`src/rtl/tp_pkg.sv`:
```
// Shared types and constants for the serial load link receiver.
// Frame layout: address in the low bits, data above it, one trailing pad bit.
package tp_pkg;

  localparam int ADDR_W_DEF = 4;
  localparam int DATA_W_DEF = 8;
  localparam int OVS_DEF    = 2;
  localparam int FRAME_BITS = ADDR_W_DEF + DATA_W_DEF + 1;

  typedef enum logic [1:0] {
    MODE_IDLE = 2'b00,
    MODE_IMEM = 2'b01,
    MODE_DMEM = 2'b10,
    MODE_RUN  = 2'b11
  } mode_t;

  typedef enum logic [2:0] {
    ST_IDLE,
    ST_RX_I,
    ST_RX_D,
    ST_RUN,
    ST_HOLD
  } rx_state_t;

endpackage

```
`src/rtl/frame_sampler.sv`:
```
// Oversampled history shift register plus active-cycle counter; picks one sample
// per serial bit out of the history to rebuild {data, addr}.
module frame_sampler
  import tp_pkg::*;
#(
  parameter int ADDR_W = ADDR_W_DEF,
  parameter int DATA_W = DATA_W_DEF,
  parameter int OVS    = OVS_DEF
) (
  input  logic              clk,
  input  logic              rst_n,
  input  logic              i_clr,
  input  logic              i_shift,
  input  logic              i_mosi,
  output logic [ADDR_W-1:0] o_addr,
  output logic [DATA_W-1:0] o_data,
  output logic              o_short
);

  localparam int NB    = ADDR_W + DATA_W;
  localparam int HIST  = OVS * NB;
  localparam int CNT_W = $clog2(HIST + 1);

  logic [HIST-1:0]  r_sr;
  logic [CNT_W-1:0] r_cnt;
  logic [NB-1:0]    w_frame;

  always_ff @(posedge clk or negedge rst_n) begin
    if (!rst_n) begin
      r_sr  <= '0;
      r_cnt <= '0;
    end else if (i_clr) begin
      r_sr  <= '0;
      r_cnt <= '0;
    end else if (i_shift) begin
      r_sr <= {r_sr[HIST-2:0], i_mosi};
      if (r_cnt != '1) r_cnt <= r_cnt + 1'b1;
    end
  end

  // Bit k was sent OVS*(NB-k) samples ago; take the oldest sample of each bit cell.
  always_comb begin
    w_frame = '0;
    for (int k = 0; k < NB; k++) w_frame[k] = r_sr[OVS*(NB-k)-1];
  end

  assign o_addr  = w_frame[ADDR_W-1:0];
  assign o_data  = w_frame[NB-1:ADDR_W];
  assign o_short = (r_cnt < CNT_W'(HIST));

endmodule

```
`src/rtl/load_receiver.sv`:
```
// Processor-side end of the serial load link: receives frames into imem/dmem,
// then starts the core and reports completion back to the loader.
module load_receiver
  import tp_pkg::*;
#(
  parameter int ADDR_W = ADDR_W_DEF,
  parameter int DATA_W = DATA_W_DEF,
  parameter int OVS    = OVS_DEF
) (
  input  logic              clk,
  input  logic              rst_n,
  input  logic              mosi_in,
  input  logic [1:0]        mode_in,
  input  logic              core_done_in,
  output logic              imem_we_o,
  output logic              dmem_we_o,
  output logic [ADDR_W-1:0] wr_addr_o,
  output logic [DATA_W-1:0] wr_data_o,
  output logic              core_start_o,
  output logic              core_run_o,
  output logic              done_out,
  output logic              err_o
);

  logic              r_rst_meta, r_rst_sync;
  logic              w_rst_n;
  rx_state_t         r_state, w_state_nxt;
  mode_t             w_mode;
  logic              w_clr, w_shift, w_frame_end, w_err_set, w_start;
  logic [ADDR_W-1:0] w_addr;
  logic [DATA_W-1:0] w_data;
  logic              w_short;
  logic              r_imem_we_p1, r_dmem_we_p1, r_err;
  logic [ADDR_W-1:0] r_wr_addr_p1;
  logic [DATA_W-1:0] r_wr_data_p1;

  // Reset asserts immediately but releases two clocks after rst_n rises.
  always_ff @(posedge clk or negedge rst_n) begin
    if (!rst_n) begin
      r_rst_meta <= 1'b0;
      r_rst_sync <= 1'b0;
    end else begin
      r_rst_meta <= 1'b1;
      r_rst_sync <= r_rst_meta;
    end
  end
  assign w_rst_n = r_rst_sync;

  assign w_mode = mode_t'(mode_in);

  frame_sampler #(.ADDR_W(ADDR_W), .DATA_W(DATA_W), .OVS(OVS)) u_sampler (
    .clk     (clk),
    .rst_n   (w_rst_n),
    .i_clr   (w_clr),
    .i_shift (w_shift),
    .i_mosi  (mosi_in),
    .o_addr  (w_addr),
    .o_data  (w_data),
    .o_short (w_short)
  );

  always_ff @(posedge clk or negedge w_rst_n) begin
    if (!w_rst_n) r_state <= ST_IDLE;
    else          r_state <= w_state_nxt;
  end

  always_comb begin
    w_state_nxt = r_state;
    w_clr       = 1'b0;
    w_shift     = 1'b0;
    w_frame_end = 1'b0;
    w_err_set   = 1'b0;
    w_start     = 1'b0;
    unique case (r_state)
      ST_IDLE: begin
        unique case (w_mode)
          MODE_IMEM: begin w_state_nxt = ST_RX_I; w_clr = 1'b1; end
          MODE_DMEM: begin w_state_nxt = ST_RX_D; w_clr = 1'b1; end
          MODE_RUN:  begin w_state_nxt = ST_RUN;  w_start = 1'b1; end
          default:   ;
        endcase
      end
      ST_RX_I, ST_RX_D: begin
        if (w_mode == MODE_IDLE) begin
          w_state_nxt = ST_IDLE;
          w_frame_end = 1'b1;
        end else if ((r_state == ST_RX_I && w_mode == MODE_IMEM) ||
                     (r_state == ST_RX_D && w_mode == MODE_DMEM)) begin
          w_shift = 1'b1;
        end else begin
          w_state_nxt = ST_HOLD;
          w_err_set   = 1'b1;
        end
      end
      ST_RUN: begin
        if (w_mode == MODE_IDLE) begin
          w_state_nxt = ST_IDLE;
        end else if (w_mode != MODE_RUN) begin
          w_state_nxt = ST_HOLD;
          w_err_set   = 1'b1;
        end else if (core_done_in) begin
          w_state_nxt = ST_HOLD;
        end
      end
      ST_HOLD: begin
        if (w_mode == MODE_IDLE) w_state_nxt = ST_IDLE;
      end
      default: w_state_nxt = ST_IDLE;
    endcase
  end

  // Commit stage: strobe, address and data land one cycle after the frame end.
  always_ff @(posedge clk or negedge w_rst_n) begin
    if (!w_rst_n) begin
      r_imem_we_p1 <= 1'b0;
      r_dmem_we_p1 <= 1'b0;
      r_wr_addr_p1 <= '0;
      r_wr_data_p1 <= '0;
      r_err        <= 1'b0;
    end else begin
      r_imem_we_p1 <= w_frame_end && !w_short && (r_state == ST_RX_I);
      r_dmem_we_p1 <= w_frame_end && !w_short && (r_state == ST_RX_D);
      if (w_frame_end && !w_short) begin
        r_wr_addr_p1 <= w_addr;
        r_wr_data_p1 <= w_data;
      end
      r_err <= r_err | w_err_set | (w_frame_end & w_short);
    end
  end

  assign imem_we_o    = r_imem_we_p1;
  assign dmem_we_o    = r_dmem_we_p1;
  assign wr_addr_o    = r_wr_addr_p1;
  assign wr_data_o    = r_wr_data_p1;
  assign err_o        = r_err;
  assign core_start_o = w_start;
  assign core_run_o   = (r_state == ST_RUN);
  assign done_out     = (r_state == ST_HOLD);

endmodule
```
`config.mk`:
```
export PLATFORM = sky130hd
export DESIGN_NAME = load_receiver
export DESIGN_NICKNAME = d
export VERILOG_FILES = /design/src/rtl/tp_pkg.sv /design/src/rtl/frame_sampler.sv /design/src/rtl/load_receiver.sv
export SDC_FILE = /design/constraint.sdc
export NUM_CORES = 1
export LEC_CHECK = 0
export ABC_AREA = 1
export CAP_MARGIN = 20
export CORE_MARGIN = 2
export CORE_UTILIZATION = 50
export DETAILED_ROUTE_END_ITERATION = 8
export HOLD_SLACK_MARGIN = 0.05
export PLACE_DENSITY = 0.75
export SYNTH_ARGS = -nofsm -noshare
export SYNTH_HDL_FRONTEND = slang
export SYNTH_SLANG_ARGS = --single-unit
```
`constraint.sdc`:
```
create_clock -name clk -period 2.6 [get_ports clk]
set_input_delay 0.26 -clock clk [delete_from_list [all_inputs] [get_ports clk]]
set_output_delay 0.26 -clock clk [all_outputs]
set_load 0.05 [all_outputs]
```
# == After elaboration in Yosys (flattened, before gate mapping) ==
# Cells that the tools add are included.
# op_classes
shifts,0
magnitude_cmp,1
n_mul,0
n_bitwise,3
n_eq_ne,13
mux,27
reduce_logical,15
div_mod_pow,0
addsub,1
# op_table
cell,count
$mux W24,2
$mux W3,6
$mux W5,3
$mux W1,13
$pmux W3 S4,1
$pmux W3 S3,1
$eq A3 B2 Y1 const B,2
$add A5 B1 Y5 const B,1
$logic_and A1 B1 Y1,5
$lt A5 B5 Y1 const B,1
$ne A5 B5 Y1 const B,1
$eq A2 B2 Y1 const B,2
$ne A4 B2 Y1 const B,1
$ne A4 B3 Y1 const B,1
$reduce_and A4 Y1,1
$reduce_bool A2 Y1,2
$reduce_or A2 Y1,2
$eq A3 B1 Y1 const B,1
$eq A3 B3 Y1 const B,1
$logic_not A3 Y1,1
$ne A3 B3 Y1 const B,1
$eq A2 B1 Y1 const B,1
$logic_not A2 Y1,1
$ne A2 B1 Y1 const B,1
7 further kinds,8
# totals
register_bits,49
latch_bits,0
n_memories,0
ramBits,0
mem_bits_ro,0

# == Logic depth before layout (Yosys ltp) ==
# logic_depth
depth_word,8
depth_mapped,9
mapped_depth_nobuf,9

# == Modules after synthesis ==
# From an unflattened synthesis, not the netlist that was laid out.
# hier_totals
cells_unflattened,245
hier_area_um2,2486.1
# by_module_without_submodules
module,seq_area_each_um2,area_each_um2,cells_per_inst,instances
frame_sampler,725.7,1393.8,127,1
load_receiver,500.5,1092.3,118,1

# == Worst setup path before layout ==
# Ideal clock, no wire load.
# synth_timing
kind,register to output
startpoint,register r_state[1]
endpoint,output done_out
path_stages_with_launch,2
setup_slack_ns,0.805
n_path_buf,0
t_arrival_ns,1.535
required_time_ns,2.340
cell_sequence,dfrtp_1 -> nor3_1
# synth_between
elab_chain_len,1
# synth_lines
element,line,text
start: declaration,load_receiver.sv:27,"rx_state_t r_state, w_state_nxt;"
start signal: assignment,load_receiver.sv:64,else r_state <= w_state_nxt;
$eq A3 B3 Y1,load_receiver.sv:138,assign done_out = (r_state == ST_HOLD);
end: declaration,load_receiver.sv:21,"output logic done_out,"
# Every way passes these cells.

# == Final worst setup path ==
# layout_timing
startpoint,register r_state[1]
endpoint,output core_start_o
# layout_between
elab_chain_len,2
# layout_lines
element,line,text
$logic_not A3 Y1,load_receiver.sv:74,unique case (r_state)
$mux W1,load_receiver.sv:74,
end: declaration,load_receiver.sv:19,"output logic core_start_o,"
# Every way passes these cells.

==> impl_metrics.py <==
metrics = {
    "status": {
        "status": "finished, final reports clean",
    },
    "cts": {
        "cts.sinks": 49,
        "ctsHtreeMaxLevel": 2,
        "cts_setup_buffers": 0,
        "cts_resized": 0,
        "cts_buffer_depth": 2,
        "cts-root-buf": "clkbuf_8",
        "cts_hold_buf": 0,
        "cts_tree": "built",
        "clk_latency_ns": 0.30,
        "clk_pin_slew_ns": 0.09,
        "cts_buffers": 5,
    },
    "placed_design": {
        "io_buffers": 23,
        "dp_hpwl_um": 2676,
        "gp_congestion": 0.8162,
        "dp_slack_ns": 0.3580,
        "placed_area_mm2": 0.002495,
    },
    "yosys": {
        "synthFlopType": "dfrtp_1",
        "synthTopCellsByArea": "dfrtp_1 55%, nand2_1 8.4%, nand3_1 6.7%, o21ai_0 5.8%, inv_1 4.7%",
        "seq_area_frac_synth_pct": 54.75,
        "yosys.area.top_type": "dfrtp_1",
        "synth_seq_cells": 49,
        "avgSynthCellArea_um2": 9.031,
        "synth.top_cell.area_share_pct": 54.75,
        "synthTopCellsByCount": "50 x nand2_1, 49 x dfrtp_1, 30 x nand3_1, 28 x inv_1, 26 x o21ai_0",
        "ys_warn_count": 0,
        "synth.most_common_cell": "nand2_1",
        "synth.distinct_cells": 22,
        "async_reset_ff_share_pct": 100.0,
        "synth_edf_count": 0,
        "synthesis.nets": 262,
        "synth_area_mm2": 0.002240,
        "postSynthCellCount": 248,
    },
    "floorplanning": {
        "rows": 24,
        "core_area_mm2": 0.004324,
        "start_util_pct": 51.79,
        "die_y_um": 70.93,
        "num_io_pins": 24,
        "die_w_um": 70.93,
        "dieArea_mm2": 0.005030,
    },
    "route": {
        "via_count": 1660,
        "first_pass_iters": 4,
        "drt_wl_total_um": 3857,
        "drc": 0,
        "wl_per_cell_um": 11.98,
        "drt_iter0_markers": 139,
        "via_per_inst": 5.155,
        "final_antenna_net_count": 0,
    },
    "worst_setup_path": {
        "startpoint": "r_state[1]",
        "cp_max_fo": 7,
        "endpoint": "core_start_o",
        "cp_num_buf_inv": 1,
        "endpoint_kind": "output port",
        "slowest_delay_ns": 0.81,
        "path_cells": "nor2_2 > nand2_1 > nor2_1 > clkdlybuf4s50_1",
        "path_delay_family": "buffers and inverters",
        "path_class": "reg -> out",
        "cp.required_ns": 2.34,
        "regToRegStartpoint": "r_state[1]",
        "reg2reg_slack_ns": 1.01,
        "ff2ff_path_depth": 7,
        "crit_cells": 4,
        "startpoint_type": "flop",
        "r2r_end": "u_sampler.r_cnt[3]",
        "arrival_ns": 2.02,
        "slowest_stage": "clkdlybuf4s50_1",
    },
    "flow_run": {
        "maxCapViolCount": 0,
    },
    "sta": {
        "rsz0062_at_grt": "false",
        "fin_tns_setup_ns": 0,
        "final.setup.worst_slack_ns": 0.3166,
        "period_minus_slack_ns": 2.283,
        "report.final.slew_viol_count": 0,
        "setup_viol": 0,
        "tightest_slew_ns": 0.9674,
        "finalHoldViolations": 0,
        "finClkSkew_ns": 0.006976,
        "final.period_utilization_pct": 87.82,
        "slew_headroom_pct": 35.51,
        "max_freq_mhz": 438.0,
    },
    "global_routing": {
        "grt_max_degree": 48,
        "grt_pass1_wl_um": 6975,
        "track_usage_pct": 17.37,
        "grt_busiest_layer": "met2",
        "grt_antenna_before_repair": 0,
        "gr-usage-met2_pct": 26.58,
        "grt-ovfl-total": 0,
        "grtUsageMet1_pct": 24.88,
        "grt_util_met3_pct": 3.561,
        "grt_pass1_vias": 1500,
    },
    "pwr": {
        "p_per_area_mw_per_mm2": 678.2,
        "p_leak_nw": 1.206,
        "irDropWorstVdd_mv": 0.3503,
        "total_power_w": 0.001753,
    },
    "layout": {
        "antennaDiodeCount": 0,
        "fin_nets": 283,
        "final_area_mm2": 0.002585,
        "syn2layout_area_growth_pct": 15.42,
        "drive_above_1_share_pct": 7.037,
        "fin_util_pct": 59.78,
    },
    "worst_hold_path": {
        "min_path_type": "in -> async",
    },
}
## how the worst min path moves through the flow
| stage | endpoint | slack (ns) |
|---|---|---|
| floorplan | r_rst_meta | -0.04 |
| global placement | r_rst_sync | 0.34 |
| detailed placement | r_rst_sync | 0.35 |
| CTS | r_rst_meta | 0.11 |
| global route | r_rst_meta | 0.11 |
| finish | r_rst_sync | 0.12 |
## worst register-to-register path: stages, from the launching register on
cell and delay (ns):
dfrtp_1 0.47, inv_1 0.10, nand4_1 0.09, nand2_2 0.26
nand3_1 0.27, inv_1 0.20, nand2_1 0.07, nand2_1 0.07
## registers in the layout (all words and copies together), names as in the netlist
name / flops
dmem_we_o: 1
wr_data_o: 8
imem_we_o: 1
r_rst_meta: 1
r_state: 3
u_sampler.r_cnt: 5
err_o: 1
u_sampler.r_sr: 24
wr_addr_o: 4
r_rst_sync: 1
## metal layers
| layer | wire length, um | share of wire (%) | up-vias |
|---|---|---|---|
| met2 | 1811 | 47 | 29 |
| met3 | 136 | 3.5 | 6 |
| li1 | - | - | 860 |
| met4 | 57 | 1.5 | 0 |
| met5 | 0 | 0 | - |
| met1 | 1850 | 48 | 765 |
## power by group
| part | internal (W) | switching (W) | leakage [nW] | total (W) |
|---|---|---|---|---|
| logic | 0.000141 | 0.000305 | 0.493 | 0.000446 |
| clock network | 0.000191 | 0.000249 | 0.0445 | 0.000440 |
| registers | 0.000806 | 0.0000609 | 0.669 | 0.000867 |
| total | 0.00114 | 0.000615 | 1.21 | 0.00175 |
## stage by stage
step / instances / hold slack [ns]
5_1_grt: 322 / 0.1061
2_1_floorplan: 248 / -0.03559
6_report: 322 / 0.1173
3_5_place_dp: 314 / 0.3458
4_1_cts: 322 / 0.1145
3_3_place_gp: 314 / 0.3372
## kinds of logic (layout without fill, tap and decap cells)
logic type	count (synthesis)	in the layout	synth area share [%]
simple gates	112	112	23.74
fa+ha+maj	8	8	4.469
flops	49	49	54.75
buf+inv	41	63	8.268
other cells	1	1	0.1674
compound gates	35	35	7.821
xor+xnor	2	2	0.7823
## layout by cell type (no fill, tap or decap), drive strengths merged
cell type and n:
clkbuf 5, o21ai 35, nor2 10, inv 30, conb 1, xor2 2
ha 8, dfrtp 49, nand3 31, clkdlybuf4s50 23, buf 3, clkinv 1
nand3b 1, nand4 14, clkinvlp 1, nor3 3, nand2 53
## cell type report
type                            count  area (um^2)
Sequential cell                    49         1227
Timing Repair Buffer               26        265.3
Inverter                           29        108.9
Clock inverter                      3        21.27
Fill cell                         391         1739
Tap cell                           52        65.06
Multi-Input combinational cell    158        828.3
Clock buffer                        5        68.82
Power figures use the tool's default switching activity.
==> variant: new RTL, same settings <==
Reset style: synchronous (`rst_n` and `w_rst_n`), changed in 4 clocked blocks.
--- a/src/rtl/frame_sampler.sv
+++ b/src/rtl/frame_sampler.sv
@@ -27,3 +27,3 @@
 
-  always_ff @(posedge clk or negedge rst_n) begin
+  always_ff @(posedge clk) begin
     if (!rst_n) begin
--- a/src/rtl/load_receiver.sv
+++ b/src/rtl/load_receiver.sv
@@ -37,3 +37,3 @@
   // Reset asserts immediately but releases two clocks after rst_n rises.
-  always_ff @(posedge clk or negedge rst_n) begin
+  always_ff @(posedge clk) begin
     if (!rst_n) begin
@@ -61,3 +61,3 @@
 
-  always_ff @(posedge clk or negedge w_rst_n) begin
+  always_ff @(posedge clk) begin
     if (!w_rst_n) r_state <= ST_IDLE;
@@ -112,3 +112,3 @@
   // Commit stage: strobe, address and data land one cycle after the frame end.
-  always_ff @(posedge clk or negedge w_rst_n) begin
+  always_ff @(posedge clk) begin
     if (!w_rst_n) begin
Function: differs if rst_n is asserted again (counterexample within 4 cycles, from zero or initial values and one cycle with rst_n low); with rst_n held inactive, the same outputs for 10 cycles.
==> variant against the original RTL <==
Setup slack improved by 0.037 ns; global-route usage rose by 0.73 points; synthesized area down 6.1%; sequential cell count unchanged; wire length down 4.8%; sequential share of layout area is 7.1 points lower; critical path depth up 1; final area decreased by 6.0%; critical path type is now input pin to output port; largest cell class unchanged.
Power is not compared: it rests on default switching activity, and its combinational part moved more than twofold at a synthesized area within 25%.
==> variant: results (changes against the original RTL) <==
----------------------------------------------------
[Worst setup path]
  Worst r2r src ... r_state[0] (was r_state[1])
  Slowest library cell on the worst path ... clkdlybuf4s50_1 (unchanged)
  Data arrival at the endpoint of the critical path ... 1.99 ns (was 2.02 ns)
  First element of the critical path ... mode_in[1] (was r_state[1])
  Critical path peak fanout ... 5 (was 7)

[Placement]
  Number of I/O port buffers ... 23 (unchanged)
  Cell count after placement ... 333 (was 314)
  RD Place Congestion ... 0.842 (was 0.816)
  Post-Place Cell Area ... 0.00233 sq mm (was 0.00249 sq mm)
  Place WS ... 0.375 ns (was 0.358 ns)
  DPL Wire Length ... 2620 um (was 2680 um)

[Route]
  Iteration-0 DRC count of the detailed router ... 92 (was 139)
  Overall via count from detail_route ... 1696 (was 1660)
  Wire length after detailed routing ... 3670 um (was 3860 um)
  Via/cell ratio ... 4.97 (was 5.16)

[Final layout]
  Max reg flops ... 24 (unchanged)
  Final Net Count ... 304 (was 283)
  Count of fill cells added during filler insertion ... 388 (was 391)
  Share of cells above drive strength 1 ... 0.103 (was 0.0704)

[Global routing]
  GRT Util Overall ... 0.181 (was 0.174)
  GR met2 Demand/Resource ... 0.309 (was 0.266)
  Largest net degree at the start of global routing ... 28 (was 48)
  Met3 GRT Util ... 0.0568 (was 0.0356)
  Antenna violations before repair ... 0 (unchanged)
  Number of global-route vias before repair ... 1519 (was 1500)
  Global routing usage on met1 ... 0.205 (was 0.249)
  Global-route wire length before repair ... 6320 um (was 6980 um)

[Logic synthesis]
  Fraction of registers with async set or reset after synthesis ... 0 (was 1.00)
  Synth top area cells ... dfxtp_1 (47%), nor2_1 (10%), inv_1 (5.4%), ha_1 (4.8%), nand2_1 (4.5%) (was dfrtp_1 (55%), nand2_1 (8.4%), nand3_1 (6.7%), o21ai_0 (5.8%), inv_1 (4.7%))
  Mux share of post-synthesis cell area ... 0 (unchanged)
  Unique masters post-synth ... 28 (was 22)
  Post-synthesis adder-cell area fraction ... 0.0476 (was 0.0447)
  Synthesized-area fraction occupied by ao, oa, aoi and oai cells ... 0.155 (was 0.0782)
  Commonest cells in the netlist ... nor2_1 (56), dfxtp_1 (49), inv_1 (30) (was nand2_1 (50), dfrtp_1 (49), nand3_1 (30))
  Synthesized Nets ... 282 (was 262)
  Parity-gate share of the synthesized area counting xor and xnor cells ... 0.00416 (was 0.00782)
  Share of the yosys chip area belonging to registers ... 0.466 (was 0.547)
  Mapped Avg Cell Area ... 7.85 sq um (was 9.03 sq um)

[Power and ir drop]
  Switching share of power ... 0.261
  Power of the clock network ... 0.476 mW
  Clock share of power ... 0.328

[STA]
  Headroom to the max-slew limit ... 0.664 (was 0.355)
  Clock skew after layout ... 0.00666 ns (was 0.00698 ns)

[Clock network]
  Root buffer cell ... clkbuf_8 (unchanged)
  Number of clock buffers inserted by TritonCTS ... 5 (unchanged)

[Hold path]
  Worst Hold Class ... flop to flop (was input pin to asynchronous set/reset pin)

[Run status]
  Outcome ... finished, final reports clean (unchanged)

----------------------------------------------------
## variant: routing by layer
layer,vias to the layer above,share of wire
met3,4,0.034
met4,0,0.013
met1,765,0.47
li1,902,-
met2,25,0.48
met5,-,0
## variant: area by class of cell
class	count	area, sq um	share of cell area
clock inverter	1	5.00	0.00206
tap	50	62.6	0.0257
multi-input combinational	175	911	0.375
clock buffer	7	96.3	0.0396
inverter	34	130	0.0535
timing repair buffer	25	245	0.101
sequential	49	981	0.404
## variant: cells by family after synthesis
family | after synthesis
simple gates | 109
compound gates | 57
flops | 49
buf+inv | 44
fa+ha+maj | 8
xor+xnor | 1
## variant: path summary, 6_finish.rpt
check,endpoint,slack [ns],cells past startpoint
worst max-delay path,core_start_o,0.35,5
worst min register to register,r_rst_sync,0.41,2
worst min-delay path,r_rst_sync,0.41,2
worst max register to register,wr_data_o[6],0.95,6
## variant: worst max-delay path: cells and delay by family
kind                       cells  cell delay (ns)
buffers and inverters          3             1.41
and+or+nand+nor                1             0.10
adders and majority gates      1             0.21
